--- src/rtl/hazard_ctrl.sv ---
// Pipeline hazard unit: operand forwarding, load-use and memory-wait stalls,
// branch flushes, a data-memory timeout FSM and saturating stall/flush counters.
module hazard_ctrl #(
   parameter int TIMEOUT = 255
) (
   input  logic        clk,
   input  logic        rst,
   input  logic [4:0]  Rs1D,
   input  logic [4:0]  Rs2D,
   input  logic [4:0]  Rs1E,
   input  logic [4:0]  Rs2E,
   input  logic [4:0]  RdE,
   input  logic [4:0]  RdM,
   input  logic [4:0]  RdW,
   input  logic        RegWriteM,
   input  logic        RegWriteW,
   input  logic [1:0]  ResultSrcE,
   input  logic        PCSrcE,
   input  logic        dmem_req_M,
   input  logic        dmem_ready,
   input  logic        cnt_clr,
   output logic [1:0]  ForwardAE,
   output logic [1:0]  ForwardBE,
   output logic        StallF,
   output logic        StallD,
   output logic        StallE,
   output logic        StallM,
   output logic        FlushD,
   output logic        FlushE,
   output logic [15:0] stall_cnt,
   output logic [15:0] flush_cnt,
   output logic        err,
   output logic [1:0]  fsm_state,
   output logic [7:0]  wait_cnt
);

   typedef enum logic [1:0] {
      RUN   = 2'd0,
      WAIT  = 2'd1,
      ERROR = 2'd2
   } state_t;

   localparam logic [7:0] TIMEOUT_CNT = TIMEOUT[7:0];

   state_t     state;
   state_t     state_nxt;
   logic [7:0] wait_cnt_nxt;
   logic       err_nxt;
   logic       lw_stall;
   logic       mem_stall;
   logic       mem_busy;

   // Memory handshake: dmem_req_M is a request held in M; dmem_ready high in the
   // same cycle completes it. Request without ready means the whole pipe holds.
   assign mem_busy  = dmem_req_M & ~dmem_ready;
   assign mem_stall = mem_busy | (state == ERROR);
   assign lw_stall  = (ResultSrcE == 2'b01) & (RdE != 5'd0) &
                      ((RdE == Rs1D) | (RdE == Rs2D));

   assign fsm_state = state;

   always_comb begin
      ForwardAE = 2'b00;
      if (RegWriteM && (RdM != 5'd0) && (RdM == Rs1E))
         ForwardAE = 2'b10;
      else if (RegWriteW && (RdW != 5'd0) && (RdW == Rs1E))
         ForwardAE = 2'b01;
   end

   always_comb begin
      ForwardBE = 2'b00;
      if (RegWriteM && (RdM != 5'd0) && (RdM == Rs2E))
         ForwardBE = 2'b10;
      else if (RegWriteW && (RdW != 5'd0) && (RdW == Rs2E))
         ForwardBE = 2'b01;
   end

   // Priority: memory stall freezes everything, then branch flush, then load-use.
   always_comb begin
      StallF = 1'b0;
      StallD = 1'b0;
      StallE = 1'b0;
      StallM = 1'b0;
      FlushD = 1'b0;
      FlushE = 1'b0;
      if (mem_stall) begin
         StallF = 1'b1;
         StallD = 1'b1;
         StallE = 1'b1;
         StallM = 1'b1;
      end else if (PCSrcE) begin
         FlushD = 1'b1;
         FlushE = 1'b1;
      end else if (lw_stall) begin
         StallF = 1'b1;
         StallD = 1'b1;
         FlushE = 1'b1;
      end
   end

   always_comb begin
      state_nxt    = state;
      wait_cnt_nxt = wait_cnt;
      err_nxt      = err;
      case (state)
         RUN: begin
            if (mem_busy) begin
               state_nxt    = WAIT;
               wait_cnt_nxt = 8'd1;
            end
         end
         WAIT: begin
            if (dmem_ready) begin
               state_nxt    = RUN;
               wait_cnt_nxt = 8'd0;
            end else if (wait_cnt == TIMEOUT_CNT) begin
               state_nxt = ERROR;
               err_nxt   = 1'b1;
            end else begin
               wait_cnt_nxt = wait_cnt + 8'd1;
            end
         end
         ERROR: begin
            state_nxt = ERROR;
            err_nxt   = 1'b1;
         end
         default: begin
            state_nxt    = RUN;
            wait_cnt_nxt = 8'd0;
         end
      endcase
   end

   always_ff @(posedge clk or negedge rst) begin
      if (!rst) begin
         state    <= RUN;
         wait_cnt <= 8'd0;
         err      <= 1'b0;
      end else begin
         state    <= state_nxt;
         wait_cnt <= wait_cnt_nxt;
         err      <= err_nxt;
      end
   end

   // Clear wins over increment; both counters stick at all-ones.
   always_ff @(posedge clk or negedge rst) begin
      if (!rst) begin
         stall_cnt <= 16'd0;
         flush_cnt <= 16'd0;
      end else if (cnt_clr) begin
         stall_cnt <= 16'd0;
         flush_cnt <= 16'd0;
      end else begin
         if (StallF && (stall_cnt != 16'hFFFF))
            stall_cnt <= stall_cnt + 16'd1;
         if (FlushD && (flush_cnt != 16'hFFFF))
            flush_cnt <= flush_cnt + 16'd1;
      end
   end

endmodule

--- config.mk ---
export PLATFORM = sky130hd
export DESIGN_NAME = hazard_ctrl
export DESIGN_NICKNAME = d
export VERILOG_FILES = /design/src/rtl/hazard_ctrl.sv
export SDC_FILE = /design/constraint.sdc
export NUM_CORES = 1
export LEC_CHECK = 0
export CAP_MARGIN = 10
export CELL_PAD_IN_SITES_DETAIL_PLACEMENT = 1
export CELL_PAD_IN_SITES_GLOBAL_PLACEMENT = 1
export CORE_MARGIN = 5
export CORE_UTILIZATION = 36
export CTS_BUF_LIST = sky130_fd_sc_hd__clkbuf_2
export DETAILED_ROUTE_END_ITERATION = 8
export PLACE_DENSITY = 0.95
export SYNTH_ARGS = -nofsm -noshare
export SYNTH_HDL_FRONTEND = slang
export SYNTH_SLANG_ARGS = --single-unit
--- constraint.sdc ---
create_clock -name clk -period 5.15 [get_ports clk]
set_input_delay 0.7725 -clock clk [delete_from_list [all_inputs] [get_ports clk]]
set_output_delay 0.7725 -clock clk [all_outputs]
set_load 0.01 [all_outputs]
==> flow_summary.yaml, run 1 <==
die:
  start_util_pct: 37.35
  core_area_sq_um: 7292
  die_area_sq_um: 9406
  fp-row-count: 31
  die_w_microns: 96.99
  io_pins: 98
  die_h_microns: 96.99
clock_tree:
  root_buffer: "clkbuf_2"
  cts_tree: "yes"
  clkSinkCount: 43
  cts_inserted_buffers: 5
  hold_buffers: 0
  cts.clk_slew.worst_paths_ns: 0.21
  cts_setup_buffers: 0
  postCtsResizedCells: 0
  clkLatencyLatePin_ns: 0.40
  htreeDepth: 2
  clk_path_buf_depth: 2
final_layout:
  design_area_sq_um: 3809
  nets: 448
  fin_util_pct: 52.23
  fin_cells: 500
  fillers: 897
  layout-drive-gt1-share_pct: 4.239
  diodes: 0
  area_delta_synth_final_pct: 39.83
run_status:
  status: "finished clean"
logic_synthesis:
  syn-cell-area_sq_um: 2724
  yosysWarnings: 0
  ys_types: 46
  ys_seq_elements: 43
  synth_cells: 304
  seq_area_frac_synth_pct: 39.50
  synth-compound-area-share_pct: 11.99
  synth_top_family_by_area: "simple AND/OR/NAND/NOR gates"
  synth_fa_ha_area_share_pct: 1.378
  synth_xor_area_share_pct: 15.11
  syn-num-nets: 352
  yosys-mux-area-fraction_pct: 1.608
  avgSynthCellArea_sq_um: 8.960
  yosys.area_share.simple_pct: 27.61
routing:
  vias: 2675
  drtIter0Drc: 101
  first_pass_iters: 4
  ant_nets: 0
  via_per_inst: 5.350
  wl_per_cell_microns: 17.15
  drc: 0
  routed_wl_microns: 8576
global_routing:
  grt_pass1_wl_microns: 14370
  antenna_found_initial: 0
  gr-total-overflow: 0
  grt_max_degree: 44
  grt_pass1_vias: 2835
  grt_usage_pct: 18.18
placement:
  gp_congestion: 0.8644
  place_inst: 492
  io_buffer_count: 97
  dpl.hpwl_microns: 6701
  dpl_cell_area_sq_um: 3771
critical_path:
  regToRegSetupSlack_ns: 2.59
  worst_path_max_delay_cell: "clkdlybuf4s50_1"
  cp.required_ns: 4.38
  startpoint_type: "input port"
  crit_path_max_fanout: 3
  r2r-end: "stall_cnt[15]$_DFFE_PN0P_"
  r2r-start: "stall_cnt[0]$_DFFE_PN0P_"
  critPathKind: "input port to output port"
  cpPeakStageDelay_ns: 0.59
  reg2reg_depth: 7
  crit_arrival_ns: 3.02
  cp-end-kind: "output port"
  crit_chain: "clkdlybuf4s50_1 -> or4_1 -> o21ai_0 -> nor4_1 -> nor4_1 -> clkdlybuf4s50_1"
timing:
  rsz0062_at_grt: "no"
  drv_slew: 0
  setup-violations-final: 0
  period_share_pct: 73.62
  setup_tns_ns: 0
  worst_pin_slew_ns: 0.9786
  min_period_ns: 3.791
  hold_violations: 0
  finClkSkew_ns: 0.01173
  maxSlewHeadroom_pct: 34.76
  fmax_mhz: 263.8
  whs_ns: 0.4963
power_and_ir_drop:
  powerDensity_nw_per_um2: 172.8
  p_leak_nw: 1.511
  vdd_drop_max_v: 0.0001144
worst_hold_path:
  hp-class: "input port to asynchronous set/reset pin"
job:
  cap_violations: 0
-- layout by cell type (no fill, tap or decap), drive strengths merged, types with 2 or more instances in the layout --
cell type       n
clkdlybuf4s50  96
dfrtp          43
nor2           38
xor2           29
nand3          24
nand2          19
xnor2          18
a21oi          15
o21ai          15
nand4           9
nand2b          7
inv             7
and3            7
or4             6
or3             6
clkbuf          6
nor4            5
a31oi           5
and4            4
a31o            4
nor2b           4
and2            3
nor3            3
a21o            3
mux2            3
ha              3
o22ai           2
clkinv          2
nor4b           2
buf             2
-- layout make-up --
cell class / count / area, sq um / share of cell area (%)
Tap cell: 99 / 123.9 / 3.252
Sequential cell: 43 / 1076 / 28.25
Clock inverter: 2 / 7.507 / 0.1971
Multi-Input combinational cell: 245 / 1572 / 41.26
Timing Repair Buffer: 98 / 973.4 / 25.56
Inverter: 7 / 26.28 / 0.6899
Clock buffer: 6 / 30.03 / 0.7884
-- state kept, by name, indices dropped and copies added (netlist names) --
name and cells:
err 1, wait_cnt 8, flush_cnt 16, fsm_state 2, stall_cnt 16
-- power breakdown --
group / leakage (nW) / total, mW / internal [mW] / switching, mW
registers: 0.587 / 0.362 / 0.347 / 0.0149
clock network: 0.0281 / 0.143 / 0.0327 / 0.110
logic: 0.896 / 0.153 / 0.0803 / 0.0730
-- through the flow --
step	power, mW	worst slack [ns]
3_3_place_gp	0.5149	1.413
5_1_grt	0.6943	1.138
3_5_place_dp	0.5225	1.350
4_1_cts	0.6662	1.346
6_report	0.6581	1.359
2_1_floorplan	0.4298	2.312
-- worst max path at each step --
stage	from	endpoint	depth (start not counted)
3_3_place_gp	RdM[1]	ForwardAE[0]	6
5_1_grt	RdM[1]	ForwardAE[0]	6
6_report	RdM[2]	ForwardAE[0]	6
2_1_floorplan	RdM[1]	ForwardAE[0]	4
4_1_cts	RdM[2]	ForwardAE[0]	6
3_5_place_dp	RdM[2]	ForwardAE[0]	6
-- synth_stat cells (all sizes together) --
cell type	instances	share of area (%)
nand2	19	2.6
or2	1	0.23
o31ai	1	0.28
nor2b	4	0.92
a21oi	15	3.2
nand4	9	2.1
nand3b	1	0.28
mux2i	1	0.37
or3	6	1.4
a21bo	1	0.37
nand2b	7	1.6
and2	3	0.69
xor2	29	9.3
nor4	5	1.1
nor2	38	5.3
nand3	24	4.4
nor3	3	0.55
nor3b	1	0.28
and3	7	1.6
buf	4	1.1
ha	3	1.4
dfrtp	43	40
xnor2	18	5.8
nor4b	2	1.2
a21o	3	0.83
and4b	1	0.37
a31oi	5	1.6
and4	4	1.3
o41ai	1	0.32
a21boi	1	0.28
or4	6	1.7
o22a	1	0.32
mux2	3	1.2
inv	7	0.96
o21ai	15	2.8
clkbuf	5	0.69
a2111oi	1	0.32
a31o	4	1.3
o22ai	2	0.46
-- layer usage --
layer,global-route usage (%),share of wire (%),vias to the layer above
met1,23.88,46,1310
met3,3.094,4.8,8
met4,3.780,0.78,0
met5,0,0,-
li1,-,-,1266
met2,31.37,49,91
-- worst max-delay path: cells and delay by family --
kind	cells	cell delay [ns]
AO/OA/AOI/OAI	1	0.24
buffers and inverters	2	1.07
AND/OR/NAND/NOR	3	0.94
-- cells by family (layout without fill, tap and decap cells) --
kind of cell / Yosys count / count (layout)
AO/OA/AOI/OAI: 50 / 50
buffers and inverters: 16 / 113
flip-flops: 43 / 43
adder cells (fa/ha/maj): 3 / 3
multiplexers: 4 / 4
AND/OR/NAND/NOR: 141 / 141
XOR/XNOR: 47 / 47
No activity file was read; power rests on OpenSTA's default activity.
==> run 2: changes to the inputs <==
--- a/config.mk
+++ b/config.mk
@@ -9,10 +9,10 @@
 export CELL_PAD_IN_SITES_DETAIL_PLACEMENT = 1
 export CELL_PAD_IN_SITES_GLOBAL_PLACEMENT = 1
 export CORE_MARGIN = 5
-export CORE_UTILIZATION = 36
+export CORE_UTILIZATION = 34
 export CTS_BUF_LIST = sky130_fd_sc_hd__clkbuf_2
 export DETAILED_ROUTE_END_ITERATION = 8
-export PLACE_DENSITY = 0.95
+export PLACE_DENSITY = 0.92
 export SYNTH_ARGS = -nofsm -noshare
 export SYNTH_HDL_FRONTEND = slang
 export SYNTH_SLANG_ARGS = --single-unit
==> constraint.sdc (replaced) <==
create_clock -name clk -period 3.78 [get_ports clk]
set_input_delay 0.567 -clock clk [delete_from_list [all_inputs] [get_ports clk]]
set_output_delay 0.567 -clock clk [all_outputs]
set_load 0.01 [all_outputs]
==> run 2 against run 1 <==
Via count shrank 1.5%. Routed wire length is essentially flat. Critical path depth is the same. Non-clock buffer count is the same. Sequential share of layout area shrank 0.22 points. Clock power grew 87%. First-iteration DRC count grew 11%. Sequential power grew 36%. Global-route usage shrank 0.87 points.
==> flow_summary.yaml, run 2 (synthesis results as in run 1) <==
critical_path:
  cp-end-kind: "output port"
  worst_path_max_delay_cell: "clkdlybuf4s50_1"
  startpoint_type: "input port"
  crit_arrival_ns: 2.84
  r2r-start: "stall_cnt[0]$_DFFE_PN0P_"
  critPathKind: "input port to output port"
  cp_top_family: "buffers and inverters"
  cpPeakStageDelay_ns: 0.59
  crit_chain: "clkdlybuf4s50_1 -> or4_1 -> o21ai_0 -> nor4_1 -> nor4_1 -> clkdlybuf4s50_1"
  cp_num_buf_inv: 2
  cp.required_ns: 3.21
  crit_path_max_fanout: 3
  r2r-end: "stall_cnt[9]$_DFFE_PN0P_"
  reg2reg_depth: 7
  worst-path-stages: 6
  regToRegSetupSlack_ns: 1.20
power_and_ir_drop:
  pwr-share-clk_pct: 27.7
  p_leak_nw: 1.523
  vdd_drop_max_v: 0.0001278
  p_sw_mw: 0.2769
  seq_power_share_pct: 50.9
  powerDensity_nw_per_um2: 252.3
  power.internal_mw: 0.6915
  swShare_pct: 28.59
  power_frac_comb_pct: 21.5
clock_tree:
  cts_inserted_buffers: 5
  cts_tree: "yes"
  cts_setup_buffers: 0
  clkLatencyLatePin_ns: 0.41
  root_buffer: "clkbuf_2"
  htreeDepth: 2
  postCtsResizedCells: 0
  clk_path_buf_depth: 2
  hold_buffers: 0
  clkSinkCount: 43
  cts.clk_slew.worst_paths_ns: 0.23
final_layout:
  layout-drive-gt1-share_pct: 4.489
  layout_commonest_cell: "clkdlybuf4s50_1"
  diodes: 0
  fin_util_pct: 49.42
  top_regs: "flush_cnt x16, stall_cnt x16, wait_cnt x8"
  nets: 448
  design_area_sq_um: 3839
  area_delta_synth_final_pct: 40.93
  final_cell_mix: "96 x clkdlybuf4s50_1, 43 x dfrtp_1, 37 x nor2_1"
global_routing:
  gr-total-overflow: 0
  grt_max_degree: 44
  antenna_found_initial: 0
  grt_usage_pct: 17.31
  grt_pass1_wl_microns: 14050
  grt_pass1_vias: 2917
routing:
  drc: 0
  via_per_inst: 5.237
  wl_per_cell_microns: 17.03
  routed_wl_microns: 8568
  first_pass_iters: 4
  ant_nets: 0
  drtIter0Drc: 112
  vias: 2634
die:
  fp-row-count: 32
  die_area_sq_um: 9901
  core_area_sq_um: 7767
  start_util_pct: 35.07
  die_w_microns: 99.51
  io_pins: 98
  die_h_microns: 99.51
placement:
  dpl_cell_area_sq_um: 3775
  dpl.hpwl_microns: 6754
  io_buffer_count: 97
  gp_congestion: 0.7885
  pre_cts_slack_ns: 0.3413
timing:
  setup_tns_ns: 0
  min_period_ns: 3.405
  worst_pin_slew_ns: 1.006
  period_share_pct: 90.07
  hold_violations: 0
  maxSlewHeadroom_pct: 32.96
  setup-violations-final: 0
  drv_slew: 0
  rsz0062_at_grt: "no"
  setup_slack_ns: 0.3754
  fmax_mhz: 293.7
  finClkSkew_ns: 0.009859
job:
  cap_violations: 0
worst_hold_path:
  hp-class: "input port to asynchronous set/reset pin"
run_status:
  status: "finished clean"
## run 2: per-layer routing
layer	vias to the layer above	track usage, %	wire [microns]
met4	0	5.672	194
met2	58	31.40	4499
met3	16	2.945	304
met5	-	0	0
met1	1296	20.64	3570
li1	1264	-	-
## run 2: power groups by stage
stage | sequential (mW) | combinational [mW] | clock, mW
2_1_floorplan | 0.501 | 0.0848 | 0
3_5_place_dp | 0.501 | 0.210 | 0
4_1_cts | 0.493 | 0.212 | 0.279
3_3_place_gp | 0.499 | 0.201 | 0
6_report | 0.493 | 0.208 | 0.268
5_1_grt | 0.496 | 0.228 | 0.297
## run 2: metrics by stage
step | total power [mW] | cells | hold WS, ns
3_5_place_dp | 0.7111 | 495 | 0.4586
2_1_floorplan | 0.5856 | 304 | 0.2714
5_1_grt | 1.020 | 503 | 0.3046
4_1_cts | 0.9840 | 503 | 0.2958
3_3_place_gp | 0.7007 | 495 | 0.4519
6_report | 0.9684 | 503 | 0.2744
## run 2: worst register-to-register path, delay by kind of cell, from the launching register on
| kind | cells | cell delay (ns) |
|---|---|---|
| AOI/OAI and AO/OA | 2 | 0.61 |
| adders and majority gates | 1 | 0.20 |
| DFF | 1 | 0.49 |
| muxes | 1 | 0.33 |
| and+or+nand+nor | 3 | 0.87 |
## run 2: final cells by class
class | instances | area [sq um]
sequential | 43 | 1076
clock buffer | 5 | 25.02
multi-input combinational | 245 | 1572
timing repair buffer | 98 | 973.4
tap | 102 | 127.6
fill | 900 | 3929
inverter | 7 | 26.28
clock inverter | 3 | 38.79
## run 2: how the worst max path moves through the flow
| stage | from | to |
|---|---|---|
| detailed placement | RdM[1] | ForwardAE[0] |
| CTS | RdM[1] | ForwardAE[0] |
| global placement | RdM[1] | ForwardAE[0] |
| global route | RdM[1] | ForwardAE[0] |
| floorplan | RdM[1] | ForwardAE[0] |
| finish | RdM[1] | ForwardAE[0] |
==> run 3: changes to the inputs <==
--- a/config.mk
+++ b/config.mk
@@ -8,6 +8,7 @@
 export CAP_MARGIN = 10
 export CELL_PAD_IN_SITES_DETAIL_PLACEMENT = 1
 export CELL_PAD_IN_SITES_GLOBAL_PLACEMENT = 1
+export CORE_ASPECT_RATIO = 0.8
 export CORE_MARGIN = 5
 export CORE_UTILIZATION = 34
 export CTS_BUF_LIST = sky130_fd_sc_hd__clkbuf_2
==> run 3 against run 2 <==
Critical endpoint unchanged. Largest cell class unchanged. Non-clock buffer count is the same. Flip-flop and latch count is the same. Clock skew grew 0.018 ns. Design area is essentially flat. Combinational power is essentially flat.
==> flow_summary.yaml, run 3 (synthesis results as in run 1) <==
timing:
  min_period_ns: 3.510
  worst_pin_slew_ns: 0.9787
  finClkSkew_ns: 0.02751
  period_share_pct: 92.87
  maxSlewHeadroom_pct: 34.76
  setup-violations-final: 0
  fmax_mhz: 284.9
  setup_tns_ns: 0
  hold_violations: 0
  drv_slew: 0
  rsz0062_at_grt: "no"
global_routing:
  antenna_found_initial: 0
  gr-total-overflow: 0
  grt_usage_pct: 18.38
  grt_pass1_wl_microns: 14570
  grt_max_degree: 44
  grt_pass1_vias: 2901
final_layout:
  layout-drive-gt1-share_pct: 4.500
  area_delta_synth_final_pct: 41.07
  final_cell_mix: "96 x clkdlybuf4s50_1, 43 x dfrtp_1, 37 x nor2_1"
  diodes: 0
  multi_input_area_sq_um: 1572
  nets: 448
  fin_cells: 508
  fillers: 928
  top_regs: "flush_cnt x16, stall_cnt x16, wait_cnt x8"
  layout_commonest_cell: "clkdlybuf4s50_1"
  design_area_sq_um: 3842
  seq_area_sq_um: 1076
die:
  start_util_pct: 34.59
  io_pins: 98
  die_w_microns: 110.1
  fp-row-count: 29
  core_area_sq_um: 7874
  die_h_microns: 90.06
  die_area_sq_um: 9912
placement:
  place_inst: 501
  io_buffer_count: 97
  gp_congestion: 0.8300
  dpl_cell_area_sq_um: 3782
  dpl.hpwl_microns: 7024
power_and_ir_drop:
  p_leak_nw: 1.522
  power.internal_mw: 0.6939
  pwr-share-clk_pct: 27.4
  powerDensity_nw_per_um2: 251.3
  swShare_pct: 28.14
  seq_power_share_pct: 50.9
  p_sw_mw: 0.2718
  vdd_drop_max_v: 0.0001192
  power_frac_comb_pct: 21.7
critical_path:
  crit_path_max_fanout: 3
  crit_chain: "clkdlybuf4s50_1 -> or4_1 -> o21ai_0 -> nor4_1 -> nor4_1 -> clkdlybuf4s50_1"
  startpoint_type: "input port"
  cpPeakStageDelay_ns: 0.61
  worst_path_max_delay_cell: "clkdlybuf4s50_1"
  cp_num_buf_inv: 2
  cp-startpoint: "RdM[2]"
  r2r-start: "stall_cnt[0]$_DFFE_PN0P_"
  cp.required_ns: 3.21
  crit_arrival_ns: 2.94
  cp_top_family: "buffers and inverters"
  cp-end-kind: "output port"
  critPathKind: "input port to output port"
clock_tree:
  cts_setup_buffers: 0
  clkLatencyLatePin_ns: 0.42
  root_buffer: "clkbuf_2"
  cts_inserted_buffers: 5
  hold_buffers: 0
  clkSinkCount: 43
  cts_tree: "yes"
  postCtsResizedCells: 0
  cts.clk_slew.worst_paths_ns: 0.24
  htreeDepth: 2
  clk_path_buf_depth: 2
routing:
  routed_wl_microns: 8947
  drc: 0
  first_pass_iters: 4
  vias: 2672
  wl_per_cell_microns: 17.61
  drtIter0Drc: 114
  ant_nets: 0
  via_per_inst: 5.260
run_status:
  status: "finished clean"
job:
  cap_violations: 0
worst_hold_path:
  hp-class: "input port to asynchronous set/reset pin"
-- run 3: cell types whose count changed in the layout (fill, tap and decap cells not counted) --
cell	previous run	this run
clkinv_2	1	0
clkinv_1	1	0
clkbuf_2	5	6
-- run 3: per-layer routing --
layer  wire length [microns]  share of wire (%)  GRT usage, %
met2                    4580                 51         31.82
met5                       0                  0             0
met1                    3816                 43         22.97
met3                     459                5.1         4.441
met4                      90                1.0         3.738
-- run 3: cell type report --
type                       instances  share of cell area, %
tap                              108                  3.517
multi-input combinational        245                  40.90
sequential                        43                  28.00
timing repair buffer              98                  25.33
inverter                           7                 0.6838
clock buffer                       6                 0.7815
clock inverter                     1                 0.7815
-- run 3: power groups by stage --
stage	registers [mW]	logic, mW	clock network (mW)
finish	0.492	0.209	0.265
global route	0.496	0.227	0.297
CTS	0.492	0.212	0.274
detailed placement	0.500	0.211	0
global placement	0.499	0.203	0
floorplan	0.501	0.0848	0
-- run 3: through the flow --
step                      power (mW)  utilization (%)  setup slack [ns]  hold slack, ns
after floorplan               0.5856                -             1.353          0.2714
after global placement        0.7017            48.04            0.4495          0.4541
after detailed placement      0.7115            48.04            0.2346          0.4748
after CTS                     0.9785            48.80            0.2303          0.2798
after global routing           1.020            48.80            0.1609          0.3061
final                         0.9657            48.80            0.2697          0.2605
-- run 3: final timing paths --
kind / slack (ns) / to / depth (start not counted)
worst max-delay path: 0.27 / ForwardAE[0] / 6
worst min-delay path: 0.26 / fsm_state[0]$_DFFE_PN0P_ / 1
worst max register to register: 1.19 / stall_cnt[9]$_DFFE_PN0P_ / 7
worst min register to register: 0.52 / err$_DFFE_PN0P_ / 1
max in group asynchronous: 2.90 / stall_cnt[6]$_DFFE_PN0P_ / 1
min in group clk: 0.52 / err$_DFFE_PN0P_ / 1
